`src/rtl/hazard_stall_ctrl_if.sv`:
```
// Hazard/stall controller bus.
// Groups the pipeline-side hazard inputs and the sequencing outputs that
// run between the core datapath and hazard_stall_ctrl.
//   master : pipeline side (drives ID/EX/MEM hazard info, receives enables)
//   slave  : controller side (receives hazard info, drives enables/counters)
// Ports:
//   id_opcode/id_rs1/id_rs2        instruction currently in ID
//   exe_rd/exe_regwrite/exe_memread instruction currently in EX
//   mem_rd/mem_memread              instruction currently in MEM
//   id_branch_taken                 ID-stage branch/jump resolved taken
//   dmem_busy                       data memory cannot finish this cycle
//   pc_write/ifid_write/idex_bubble/ifid_flush/pipe_freeze  pipeline controls
//   stall_cnt/flush_cnt             saturating performance counters
interface hazard_stall_ctrl_if #(
    parameter int CNT_W = 16
);
    logic [6:0]       id_opcode;
    logic [4:0]       id_rs1;
    logic [4:0]       id_rs2;
    logic [4:0]       exe_rd;
    logic             exe_regwrite;
    logic             exe_memread;
    logic [4:0]       mem_rd;
    logic             mem_memread;
    logic             id_branch_taken;
    logic             dmem_busy;
    logic             pc_write;
    logic             ifid_write;
    logic             idex_bubble;
    logic             ifid_flush;
    logic             pipe_freeze;
    logic [CNT_W-1:0] stall_cnt;
    logic [CNT_W-1:0] flush_cnt;

    modport master (
        output id_opcode, id_rs1, id_rs2, exe_rd, exe_regwrite, exe_memread,
               mem_rd, mem_memread, id_branch_taken, dmem_busy,
        input  pc_write, ifid_write, idex_bubble, ifid_flush, pipe_freeze,
               stall_cnt, flush_cnt
    );

    modport slave (
        input  id_opcode, id_rs1, id_rs2, exe_rd, exe_regwrite, exe_memread,
               mem_rd, mem_memread, id_branch_taken, dmem_busy,
        output pc_write, ifid_write, idex_bubble, ifid_flush, pipe_freeze,
               stall_cnt, flush_cnt
    );
endinterface

```
`src/rtl/hazard_stall_ctrl.sv`:
```
// Pipeline sequencing controller for the 5-stage RV32I core.
// Detects load-use hazards and ID-resolved branch/JALR operand hazards that
// forwarding cannot cover, inserts bubbles, flushes IF/ID on taken branches
// and freezes the back end while data memory is busy.
// Ports:
//   clk  system clock, rising edge
//   rst  asynchronous active-high reset
//   bus  hazard_stall_ctrl_if.slave (hazard inputs, control outputs, counters)
//
// state   | meaning
// RUN     | normal issue; hazards evaluated every cycle
// STALL   | second cycle of a 2-cycle load->branch stall (rem holds remaining)
// MEMWAIT | back end frozen on dmem_busy; ret_stall/rem remember where to go
module hazard_stall_ctrl #(
    parameter int CNT_W = 16
) (
    input  logic                clk,
    input  logic                rst,
    hazard_stall_ctrl_if.slave  bus
);
    localparam logic [6:0] OP_LUI    = 7'b0110111;
    localparam logic [6:0] OP_AUIPC  = 7'b0010111;
    localparam logic [6:0] OP_JAL    = 7'b1101111;
    localparam logic [6:0] OP_JALR   = 7'b1100111;
    localparam logic [6:0] OP_BRANCH = 7'b1100011;
    localparam logic [6:0] OP_LOAD   = 7'b0000011;
    localparam logic [6:0] OP_IALU   = 7'b0010011;

    typedef enum logic [1:0] {RUN, STALL, MEMWAIT} state_t;

    state_t           state, state_nxt, eff_state;
    logic             ret_stall, ret_stall_nxt;
    logic [1:0]       rem, rem_nxt;
    logic [CNT_W-1:0] stall_cnt_q, flush_cnt_q;
    logic             stall_inc, flush_inc;

    logic use_rs1, use_rs2, id_resolved;
    logic exe_hit, mem_hit;
    logic need_two, need_one;

    logic pc_write, ifid_write, idex_bubble, ifid_flush, pipe_freeze;

    // x0 sources never match, so a zero rd can never produce a hit.
    assign use_rs1     = !(bus.id_opcode inside {OP_LUI, OP_AUIPC, OP_JAL});
    assign use_rs2     = use_rs1 && !(bus.id_opcode inside {OP_LOAD, OP_IALU, OP_JALR});
    assign id_resolved = (bus.id_opcode == OP_BRANCH) || (bus.id_opcode == OP_JALR);

    assign exe_hit = (bus.exe_rd != 5'd0) &&
                     ((use_rs1 && bus.exe_rd == bus.id_rs1) ||
                      (use_rs2 && bus.exe_rd == bus.id_rs2));
    assign mem_hit = (bus.mem_rd != 5'd0) &&
                     ((use_rs1 && bus.mem_rd == bus.id_rs1) ||
                      (use_rs2 && bus.mem_rd == bus.id_rs2));

    assign need_two = id_resolved && bus.exe_memread && exe_hit;
    assign need_one = (bus.exe_memread && exe_hit) ||
                      (id_resolved && bus.exe_regwrite && exe_hit) ||
                      (id_resolved && bus.mem_memread && mem_hit);

    always_comb begin
        state_nxt     = state;
        rem_nxt       = rem;
        ret_stall_nxt = ret_stall;
        pc_write      = 1'b0;
        ifid_write    = 1'b0;
        idex_bubble   = 1'b0;
        ifid_flush    = 1'b0;
        pipe_freeze   = 1'b0;
        stall_inc     = 1'b0;
        flush_inc     = 1'b0;

        // Leaving MEMWAIT behaves exactly like the saved state in that cycle.
        eff_state = state;
        if (state == MEMWAIT && !bus.dmem_busy)
            eff_state = ret_stall ? STALL : RUN;

        if (bus.dmem_busy) begin
            pipe_freeze = 1'b1;
            state_nxt   = MEMWAIT;
            if (state != MEMWAIT)
                ret_stall_nxt = (state == STALL);
        end else begin
            case (eff_state)
                STALL: begin
                    idex_bubble = 1'b1;
                    stall_inc   = 1'b1;
                    rem_nxt     = rem - 2'd1;
                    state_nxt   = (rem <= 2'd1) ? RUN : STALL;
                end
                default: begin
                    state_nxt = RUN;
                    if (need_two) begin
                        idex_bubble = 1'b1;
                        stall_inc   = 1'b1;
                        rem_nxt     = 2'd1;
                        state_nxt   = STALL;
                    end else if (need_one) begin
                        idex_bubble = 1'b1;
                        stall_inc   = 1'b1;
                    end else begin
                        pc_write   = 1'b1;
                        ifid_write = 1'b1;
                        ifid_flush = bus.id_branch_taken;
                        flush_inc  = bus.id_branch_taken;
                    end
                end
            endcase
        end

        // Reset drives a safe "bubble + flush, no advance" pattern.
        if (rst) begin
            pc_write    = 1'b0;
            ifid_write  = 1'b0;
            idex_bubble = 1'b1;
            ifid_flush  = 1'b1;
            pipe_freeze = 1'b0;
        end
    end

    always_ff @(posedge clk or posedge rst) begin
        if (rst) begin
            state       <= RUN;
            rem         <= 2'd0;
            ret_stall   <= 1'b0;
            stall_cnt_q <= '0;
            flush_cnt_q <= '0;
        end else begin
            state     <= state_nxt;
            rem       <= rem_nxt;
            ret_stall <= ret_stall_nxt;
            if (stall_inc && stall_cnt_q != '1)
                stall_cnt_q <= stall_cnt_q + 1'b1;
            if (flush_inc && flush_cnt_q != '1)
                flush_cnt_q <= flush_cnt_q + 1'b1;
        end
    end

    assign bus.pc_write    = pc_write;
    assign bus.ifid_write  = ifid_write;
    assign bus.idex_bubble = idex_bubble;
    assign bus.ifid_flush  = ifid_flush;
    assign bus.pipe_freeze = pipe_freeze;
    assign bus.stall_cnt   = stall_cnt_q;
    assign bus.flush_cnt   = flush_cnt_q;
endmodule

```
`src/flat_wrapper.sv`:
```
// flat-port wrapper written by rule: the top's interface ports become plain ports
module hazard_stall_ctrl_flat 
#(
    parameter int CNT_W = 16
)
  (clk, rst, bus_id_opcode, bus_id_rs1, bus_id_rs2, bus_exe_rd, bus_exe_regwrite, bus_exe_memread, bus_mem_rd, bus_mem_memread, bus_id_branch_taken, bus_dmem_busy, bus_pc_write, bus_ifid_write, bus_idex_bubble, bus_ifid_flush, bus_pipe_freeze, bus_stall_cnt, bus_flush_cnt);
  hazard_stall_ctrl_if #(.CNT_W(CNT_W)) bus_i ();
  input  logic clk;
  input  logic rst;
  input wire logic [$bits(bus_i.id_opcode)-1:0] bus_id_opcode;
  input wire logic [$bits(bus_i.id_rs1)-1:0] bus_id_rs1;
  input wire logic [$bits(bus_i.id_rs2)-1:0] bus_id_rs2;
  input wire logic [$bits(bus_i.exe_rd)-1:0] bus_exe_rd;
  input wire logic [$bits(bus_i.exe_regwrite)-1:0] bus_exe_regwrite;
  input wire logic [$bits(bus_i.exe_memread)-1:0] bus_exe_memread;
  input wire logic [$bits(bus_i.mem_rd)-1:0] bus_mem_rd;
  input wire logic [$bits(bus_i.mem_memread)-1:0] bus_mem_memread;
  input wire logic [$bits(bus_i.id_branch_taken)-1:0] bus_id_branch_taken;
  input wire logic [$bits(bus_i.dmem_busy)-1:0] bus_dmem_busy;
  output wire logic [$bits(bus_i.pc_write)-1:0] bus_pc_write;
  output wire logic [$bits(bus_i.ifid_write)-1:0] bus_ifid_write;
  output wire logic [$bits(bus_i.idex_bubble)-1:0] bus_idex_bubble;
  output wire logic [$bits(bus_i.ifid_flush)-1:0] bus_ifid_flush;
  output wire logic [$bits(bus_i.pipe_freeze)-1:0] bus_pipe_freeze;
  output wire logic [$bits(bus_i.stall_cnt)-1:0] bus_stall_cnt;
  output wire logic [$bits(bus_i.flush_cnt)-1:0] bus_flush_cnt;
  assign bus_i.id_opcode = bus_id_opcode;
  assign bus_i.id_rs1 = bus_id_rs1;
  assign bus_i.id_rs2 = bus_id_rs2;
  assign bus_i.exe_rd = bus_exe_rd;
  assign bus_i.exe_regwrite = bus_exe_regwrite;
  assign bus_i.exe_memread = bus_exe_memread;
  assign bus_i.mem_rd = bus_mem_rd;
  assign bus_i.mem_memread = bus_mem_memread;
  assign bus_i.id_branch_taken = bus_id_branch_taken;
  assign bus_i.dmem_busy = bus_dmem_busy;
  assign bus_pc_write = bus_i.pc_write;
  assign bus_ifid_write = bus_i.ifid_write;
  assign bus_idex_bubble = bus_i.idex_bubble;
  assign bus_ifid_flush = bus_i.ifid_flush;
  assign bus_pipe_freeze = bus_i.pipe_freeze;
  assign bus_stall_cnt = bus_i.stall_cnt;
  assign bus_flush_cnt = bus_i.flush_cnt;
  hazard_stall_ctrl #(.CNT_W(CNT_W)) u_core (.clk(clk), .rst(rst), .bus(bus_i));
endmodule
```
`config.mk`:
```
export PLATFORM = sky130hd
export DESIGN_NAME = hazard_stall_ctrl_flat
export DESIGN_NICKNAME = d
export VERILOG_FILES = /design/src/rtl/hazard_stall_ctrl_if.sv /design/src/rtl/hazard_stall_ctrl.sv /design/src/flat_wrapper.sv
export SDC_FILE = /design/constraint.sdc
export NUM_CORES = 1
export LEC_CHECK = 0
export CAP_MARGIN = 20
export CORE_MARGIN = 2
export CORE_UTILIZATION = 25
export CTS_CLUSTER_DIAMETER = 60
export DETAILED_ROUTE_END_ITERATION = 16
export SYNTH_ARGS = -nofsm -noshare
export SYNTH_HDL_FRONTEND = slang
export SYNTH_SLANG_ARGS = --single-unit
```
`constraint.sdc`:
```
create_clock -name clk -period 6.05 [get_ports clk]
set_input_delay 1.21 -clock clk [delete_from_list [all_inputs] [get_ports clk]]
set_output_delay 1.21 -clock clk [all_outputs]
set_load 0.02 [all_outputs]
```
## Yosys cells after proc, flatten, opt, wreduce, memory -nomap -nowiden

Cells that the tools add are included.
W data, S select, Z words.

- Bits in registers: 37
- Bits of input ports: 34
- Output and inout port bits: 37
- Logic and storage cells: 84

- Add/subtract/negate cells: 3
- Order comparisons: 1
- Equality and inequality tests: 17
- Multiplexer cells: 25
- Bitwise gates (word level): 1
- Reduce and logical (&&, ||, !) cells: 32

Operators by type and width:

| kind | number |
|---|---|
| $add A16 B1 Y16 const B | 2 |
| $ne A16 B16 Y1 const B | 2 |
| $eq A7 B7 Y1 const B | 3 |
| $eq A5 B5 Y1 | 4 |
| $mux W1 | 20 |
| $logic_and A1 B1 Y1 | 17 |
| $eq A7 B5 Y1 const B | 2 |
| $mux W2 | 5 |
| $reduce_bool A5 Y1 | 2 |
| $eq A7 B2 Y1 const B | 1 |
| $eq A7 B6 Y1 const B | 1 |
| $reduce_bool A3 Y1 | 2 |
| $logic_or A1 B1 Y1 | 5 |
| $eq A2 B1 Y1 const B | 2 |
| $reduce_and A2 Y1 | 2 |
| $logic_not A1 Y1 | 3 |
| $eq A2 B2 Y1 const B | 1 |
| $le A2 B1 Y1 const B | 1 |
| $ne A2 B2 Y1 const B | 1 |
| $reduce_bool A2 Y1 | 1 |
| $sub A2 B1 Y2 const B | 1 |
| $not A1 Y1 | 1 |

## Logic depth before layout (Yosys ltp)

Gate-level depths: netlist (run 1).

- Word-level depth: 15
- Depth in mapped cells: 9
- Depth with buffers taken out: 7

## Least setup slack after synthesis (run 1)

Ideal clock, no wire load.

- Path type: input to output
- Start point: in bus_exe_rd[0]
- End point: out bus_pc_write
- Data arrival time: 3.233 ns
- Data required time: 4.840 ns
- Path slack: 1.607 ns
- Cell stages on the path: 8
- Path buffers: 3
- Path through: or4_1 -> o21ai_0 -> a211o_1 -> o211ai_2 -> buf_6 -> buf_8 -> nor3_1 -> buf_4

- Cells in the longest elaborated chain, start to end: 12
- Elaborated cells on any way between the ends: 17
- Those cells by class: eq/ne: 2; mux: 5; reduce/logical: 10

RTL lines:

| item | RTL line | text |
|---|---|---|
| start, declared | flat_wrapper.sv:13 | `input wire logic [$bits(bus_i.exe_rd)-1:0] bus_exe_rd;` |
| $eq A5 B5 Y1 (on tied branches) | hazard_stall_ctrl.sv:49, hazard_stall_ctrl.sv:50 |  |
| $logic_and A1 B1 Y1 (on tied branches) | hazard_stall_ctrl.sv:49, hazard_stall_ctrl.sv:50 |  |
| $logic_or A1 B1 Y1 | hazard_stall_ctrl.sv:49 | `((use_rs1 && bus.exe_rd == bus.id_rs1) \|\|` |
| $logic_and A1 B1 Y1 * | hazard_stall_ctrl.sv:48 | `assign exe_hit = (bus.exe_rd != 5'd0) &&` |
| $logic_and A1 B1 Y1 (on tied branches) | hazard_stall_ctrl.sv:56, hazard_stall_ctrl.sv:57 |  |
| $logic_or A1 B1 Y1 | hazard_stall_ctrl.sv:56 | `assign need_one = (bus.exe_memread && exe_hit) \|\|` |
| $logic_or A1 B1 Y1 | hazard_stall_ctrl.sv:57 | `(id_resolved && bus.exe_regwrite && exe_hit) \|\|` |
| $mux W1 | - |  |
| $mux W1 * (4 in series) | - |  |
| end, declared | flat_wrapper.sv:20 | `output wire logic [$bits(bus_i.pc_write)-1:0] bus_pc_write;` |

Every way passes the cells marked *; elsewhere a longest branch is shown, timed or not.

## Worst setup path after layout (run 1)

- Start point: in bus_exe_rd[0]
- End point: out bus_pc_write

- Cells in the longest elaborated chain, start to end: 12
- Elaborated cells on any way between the ends: 17
- Those cells by class: eq/ne: 2; mux: 5; reduce/logical: 10

RTL lines:

| item | RTL line | text |
|---|---|---|
| $eq A5 B5 Y1 (on tied branches) | hazard_stall_ctrl.sv:49, hazard_stall_ctrl.sv:50 |  |
| $logic_and A1 B1 Y1 (on tied branches) | hazard_stall_ctrl.sv:49, hazard_stall_ctrl.sv:50 |  |
| $logic_or A1 B1 Y1 | hazard_stall_ctrl.sv:49 |  |
| $logic_and A1 B1 Y1 * | hazard_stall_ctrl.sv:48 |  |
| $logic_and A1 B1 Y1 (on tied branches) | hazard_stall_ctrl.sv:56, hazard_stall_ctrl.sv:57 |  |
| $logic_or A1 B1 Y1 | hazard_stall_ctrl.sv:56 |  |
| $logic_or A1 B1 Y1 | hazard_stall_ctrl.sv:57 |  |
| $mux W1 | hazard_stall_ctrl.sv:97 | `end else if (need_one) begin` |
| $mux W1 * | hazard_stall_ctrl.sv:92 | `if (need_two) begin` |
| $mux W1 * | hazard_stall_ctrl.sv:83 | `case (eff_state)` |
| $mux W1 * | hazard_stall_ctrl.sv:77 | `if (bus.dmem_busy) begin` |
| $mux W1 * | hazard_stall_ctrl.sv:111 | `if (rst) begin` |

Marked as above.

==> impl_metrics.ini, run 1 <==
[layout]
area_growth_pct = 39.6
final_core_util = 0.362
nets = 339
layout_commonest_cell = clkdlybuf4s50_1
layout_common_cells = clkdlybuf4s50_1 (70), dfrtp_1 (37), xnor2_1 (28)
fin_area_um2 = 3190
drive_gt1_frac = 0.0792
fillerInstances = 879
antenna_cells = 0
fin_cells = 411

[synth]
netlist_top_cells_area = dfrtp_1 (41%), xnor2_1 (11%), xor2_1 (7.3%), nand3_1 (3.3%), nand3_2 (3.1%)
syn_area_per_cell_um2 = 9.98
synth.largest_area_cell = dfrtp_1
synthDominantCellAreaShare = 0.405
syn-instance-count = 229
synth_ff_type = dfrtp_1
ys_warn_count = 0
syn_area_um2 = 2280
yosysUniqueCellTypes = 42
synth-seq-cells = 37
async_flop_share = 1.00
synth_edf_count = 0
synth_fp_nets = 266
ys_seq_area_frac = 0.405

[setup_path]
crit_buf_inv = 2
cpMaxStageDelayCell = clkdlybuf4s50_1
critical_path.cell_chain = clkdlybuf4s50_1 > or4_1 > o21ai_0 > a211o_1 > o211ai_2 > nor3_1 > clkdlybuf4s50_1
worstPathMaxFanout = 19
worst_setup_path_end_kind = output port
cp.required_ns = 4.84
cp-start-kind = input pin
path_class = in2out
critical_path.most_common_cell = clkdlybuf4s50_1
critical_path.top_delay_family = buffers and inverters
cpPeakStageDelay_ns = 0.70
arrival_ns = 4.14

[sta]
setup_viol = 0
rsz0062_at_grt = false
clock_skew_ns = 0.00699
slew_headroom = 0.426
maxSlewViolCount = 0
finalCriticalPeriod_ns = 5.35
timing.final.crit_share = 0.884
hold_violations = 0
worst_pin_slew_ns = 0.859
setup-tns-final_ns = 0
fmax_mhz = 187

[clock_network]
clk_latency_ns = 0.29
cts_tree = done
numCtsBuffers = 5
ctsResizeCount = 0
htreeDepth = 2
clk_pin_slew_ns = 0.07
clk_path_buf_depth = 2
cts.sinks = 37
postCtsSetupRepairBufs = 0
root_buffer = clkbuf_8
postCtsHoldBufs = 0

[routing]
wirelength_um = 5530
drtAntennaViolNets = 0
dr.pass1.iters = 4
top_layer_used = met4
drc = 0
first_iter_violations = 61
vias = 1955
routed-wl-met2_um = 2670
routed-wl-met3_um = 180
wl_per_cell_um = 13.4
wl_met1_um = 2550
vias_per_cell = 4.76

[floorplan]
ios = 71
rows = 34
initial_core_util = 0.259
die_w_um = 99.6
die_area_um2 = 9920
core_area_um2 = 8810
die_y_um = 99.6

[global_routing]
grt_pass1_wl_um = 9470
grt_antenna_before_repair = 0
first_global_vias = 1998
grt_max_degree = 38
grt_util_all_layers = 0.117
grt.overflow.total = 0

[pwr]
p_clk_frac = 0.259
p_per_area_nw_per_um2 = 230
switchingPower_uw = 234
seqPwrFrac = 0.436
power.internal_uw = 500
p_sw_frac = 0.319
ir_drop_mv = 0.218
comb_power_share = 0.306
p_leak_uw = 0.00128

[flow_run]
cap_viol_max_count = 0

[hold_path]
hold_class = reg2reg

[place]
hpwl_um = 4270
dp_cells = 403
place_congestion = 0.811
io_buffers = 70
postPlaceCellArea_um2 = 3090

[status]
status = finished, final reports clean
## flip-flops by register name (all words and copies together) (netlist names)
name / flops
u_core.bus.flush_cnt: 16
u_core.bus.stall_cnt: 16
u_core.rem: 2
u_core.ret_stall: 1
u_core.state: 2
## through the flow
| step | setup slack (ns) | total power, µW | hold WS (ns) |
|---|---|---|---|
| 3_5_place_dp | 0.668 | 548 | 0.486 |
| 3_3_place_gp | 0.683 | 546 | 0.476 |
| 4_1_cts | 0.671 | 745 | 0.498 |
| 6_report | 0.699 | 733 | 0.497 |
| 5_1_grt | 0.514 | 778 | 0.526 |
| 2_1_floorplan | 1.61 | 434 | 0.458 |
## layer usage
| metal | vias up | global-route usage |
|---|---|---|
| met3 | 14 | 0.0253 |
| li1 | 968 | - |
| met2 | 38 | 0.194 |
| met4 | 0 | 0.0432 |
| met1 | 935 | 0.151 |
| met5 | - | 0 |
## cells in the mapped netlist, types with 2 or more instances
master and instances:
a21o_1 2, a21oi_1 4, a22o_1 2, a31oi_1 2, and3_1 10, and4b_1 2
buf_2 2, buf_4 2, dfrtp_1 37, ha_1 3, inv_1 8, mux2_4 3
nand2_1 12, nand3_1 15, nand3_2 7, nand4_1 5, nor2_1 12, nor2b_1 2
nor3_1 6, nor3b_1 4, nor4_1 7, nor4b_1 4, o2111ai_1 2, o21ai_0 6
or3_1 5, or4_1 4, xnor2_1 28, xor2_1 19
## final cells by class
cell class | instances | area, µm² | area share
clock buffer | 7 | 96.3 | 0.0302
clock inverter | 1 | 5.00 | 0.00157
inverter | 8 | 30.0 | 0.00942
multi-input combinational | 177 | 1270 | 0.399
sequential | 37 | 926 | 0.290
tap | 108 | 135 | 0.0424
timing repair buffer | 73 | 723 | 0.227
## cells by family after synthesis
group                      synth area share
adders and majority gates            0.0164
DFF                                   0.405
and+or+nand+nor                       0.270
muxes                                0.0290
AOI/OAI and AO/OA                    0.0619
xor gates and xnor gates              0.180
buffers and inverters                0.0372
## power by group through the flow
stage / logic (µW) / registers [µW] / clock network [µW]
floorplan: 78.2 / 356 / 0
detailed placement: 226 / 323 / 0
finish: 224 / 320 / 190
CTS: 227 / 319 / 199
global placement: 222 / 324 / 0
global route: 243 / 328 / 207
## path summary, 6_finish.rpt
| path | start | endpoint | slack [ns] | cells past startpoint |
|---|---|---|---|---|
| worst max-delay path | bus_exe_rd[0] | bus_pc_write | 0.70 | 7 |
| worst max register to register | u_core.bus.stall_cnt[4] | u_core.bus.stall_cnt[1] | 3.65 | 6 |
| worst min register to register | u_core.rem[0] | u_core.rem[0] | 0.50 | 1 |
| min in group asynchronous | rst | u_core.bus.stall_cnt[6] | 1.45 | 3 |
| max in group asynchronous | rst | u_core.bus.flush_cnt[14] | 4.27 | 3 |
| worst min-delay path | u_core.rem[0] | u_core.rem[0] | 0.50 | 1 |
(Power assumes the default switching activity.)
==> run 2: changes to the inputs <==
ABC_CLOCK_PERIOD_IN_PS = 6050   (was unset)
==> results of run 2 <==
Same layout as run 1: the final DEF is identical, and so are final timing and power.
==> run 3: changes to the inputs <==
CORE_MARGIN = unset   (was 2)
TNS_END_PERCENT = 5   (was unset)
==> impl_metrics.ini, run 3 (synthesis gave the netlist of run 1 again) <==
[setup_path]
worst_setup_path_end_kind = output port
r2r_cells = 6
cp-start-kind = input pin
path_class = in2out
cp.required_ns = 4.84
worstPathMaxFanout = 4
arrival_ns = 3.85
r2r-end = u_core.bus.stall_cnt[1]
rrSetupSlack_ns = 3.67
r2r-start = u_core.bus.stall_cnt[4]

[routing]
vias = 1954
wirelength_um = 5420
wl_per_cell_um = 13.2
drtAntennaViolNets = 0
first_iter_violations = 42
vias_per_cell = 4.75
drc = 0
dr.pass1.iters = 4

[clock_network]
postCtsSetupRepairBufs = 0
postCtsHoldBufs = 0
clk_path_buf_depth = 2
ctsResizeCount = 0
clk_latency_ns = 0.30
root_buffer = clkbuf_8
cts.sinks = 37
htreeDepth = 2
cts_tree = done
clk_pin_slew_ns = 0.08
numCtsBuffers = 5

[sta]
setup_viol = 0
worst_pin_slew_ns = 0.480
fmax_mhz = 198
setup-tns-final_ns = 0
rsz0062_at_grt = false
finalCriticalPeriod_ns = 5.06
hold_violations = 0
slew_headroom = 0.680
timing.final.crit_share = 0.837
maxSlewViolCount = 0
clock_skew_ns = 0.00968

[global_routing]
grt_util_all_layers = 0.120
grt_max_degree = 39
grt.overflow.total = 0
grt_pass1_wl_um = 9460
grt_antenna_before_repair = 0
first_global_vias = 2053

[floorplan]
ios = 71
rows = 34
initial_core_util = 0.261
die_y_um = 97.6
die_w_um = 97.6
core_area_um2 = 8760
die_area_um2 = 9520

[hold_path]
hold_class = reg2reg
hold_path_end = u_core.bus.stall_cnt[8]
hold_depth = 1
hold_start = u_core.bus.stall_cnt[8]

[pwr]
p_leak_uw = 0.00128
power_uw = 771
comb_power_share = 0.288
ir_drop_mv = 0.164
power.internal_uw = 531
switchingPower_uw = 240
p_sw_frac = 0.311
p_clk_frac = 0.295
seqPwrFrac = 0.416
p_per_area_nw_per_um2 = 240

[layout]
antenna_cells = 0
area_growth_pct = 40.3
layout_commonest_cell = clkdlybuf4s50_1
final_core_util = 0.366
layout_common_cells = clkdlybuf4s50_1 (70), dfrtp_1 (37), xnor2_1 (28)
drive_gt1_frac = 0.0759
nets = 339
fillerInstances = 903

[flow_run]
cap_viol_max_count = 0

[place]
hpwl_um = 4090
place_congestion = 0.860
io_buffers = 70

[status]
status = finished, final reports clean
-- run 3: worst max path at each step --
stage	end	from	slack, ns
floorplan	bus_pc_write	bus_exe_rd[0]	1.61
global route	bus_idex_bubble	bus_id_opcode[4]	0.92
global placement	bus_idex_bubble	bus_id_opcode[4]	0.99
CTS	bus_idex_bubble	bus_id_opcode[4]	0.98
finish	bus_idex_bubble	bus_id_opcode[4]	0.99
detailed placement	bus_idex_bubble	bus_id_opcode[4]	0.99
-- run 3: critical path, stage by stage --
cell and delay [ns]:
clkdlybuf4s50_1 0.50, and4b_1 0.21, o21a_1 0.20, or4_1 0.54
a211o_1 0.32, o211ai_2 0.12, a21o_1 0.16, clkdlybuf4s50_1 0.59
-- run 3: routing by layer --
layer  GRT usage  routed length, µm  up-vias
met5           0                  0        -
met4      0.0317                 89        0
met3      0.0259                167       11
met2       0.211               2740       35
met1       0.148               2420      937
li1            -                  -      971
-- run 3: cell type report --
class	count	area [µm²]	area share
Clock buffer	7	86.3	0.0269
Timing Repair Buffer	73	723	0.226
Sequential cell	37	926	0.289
Clock inverter	1	30.0	0.00937
Multi-Input combinational cell	177	1270	0.398
Tap cell	108	135	0.0422
Inverter	8	30.0	0.00937
-- run 3: stage by stage --
stage	instance area, µm²	setup WS, ns	hold WS [ns]	instances
finish	3200	0.989	0.497	411
global route	3200	0.925	0.523	411
CTS	3200	0.981	0.499	411
detailed placement	3090	0.986	0.478	403
global placement	3090	0.993	0.474	403
floorplan	2280	1.61	0.458	229
-- run 3: power by group through the flow --
stage / clock network [µW] / logic (µW) / registers, µW
2_1_floorplan: 0 / 78.2 / 356
3_3_place_gp: 0 / 222 / 326
3_5_place_dp: 0 / 224 / 326
4_1_cts: 233 / 225 / 322
5_1_grt: 242 / 243 / 328
6_report: 228 / 222 / 321
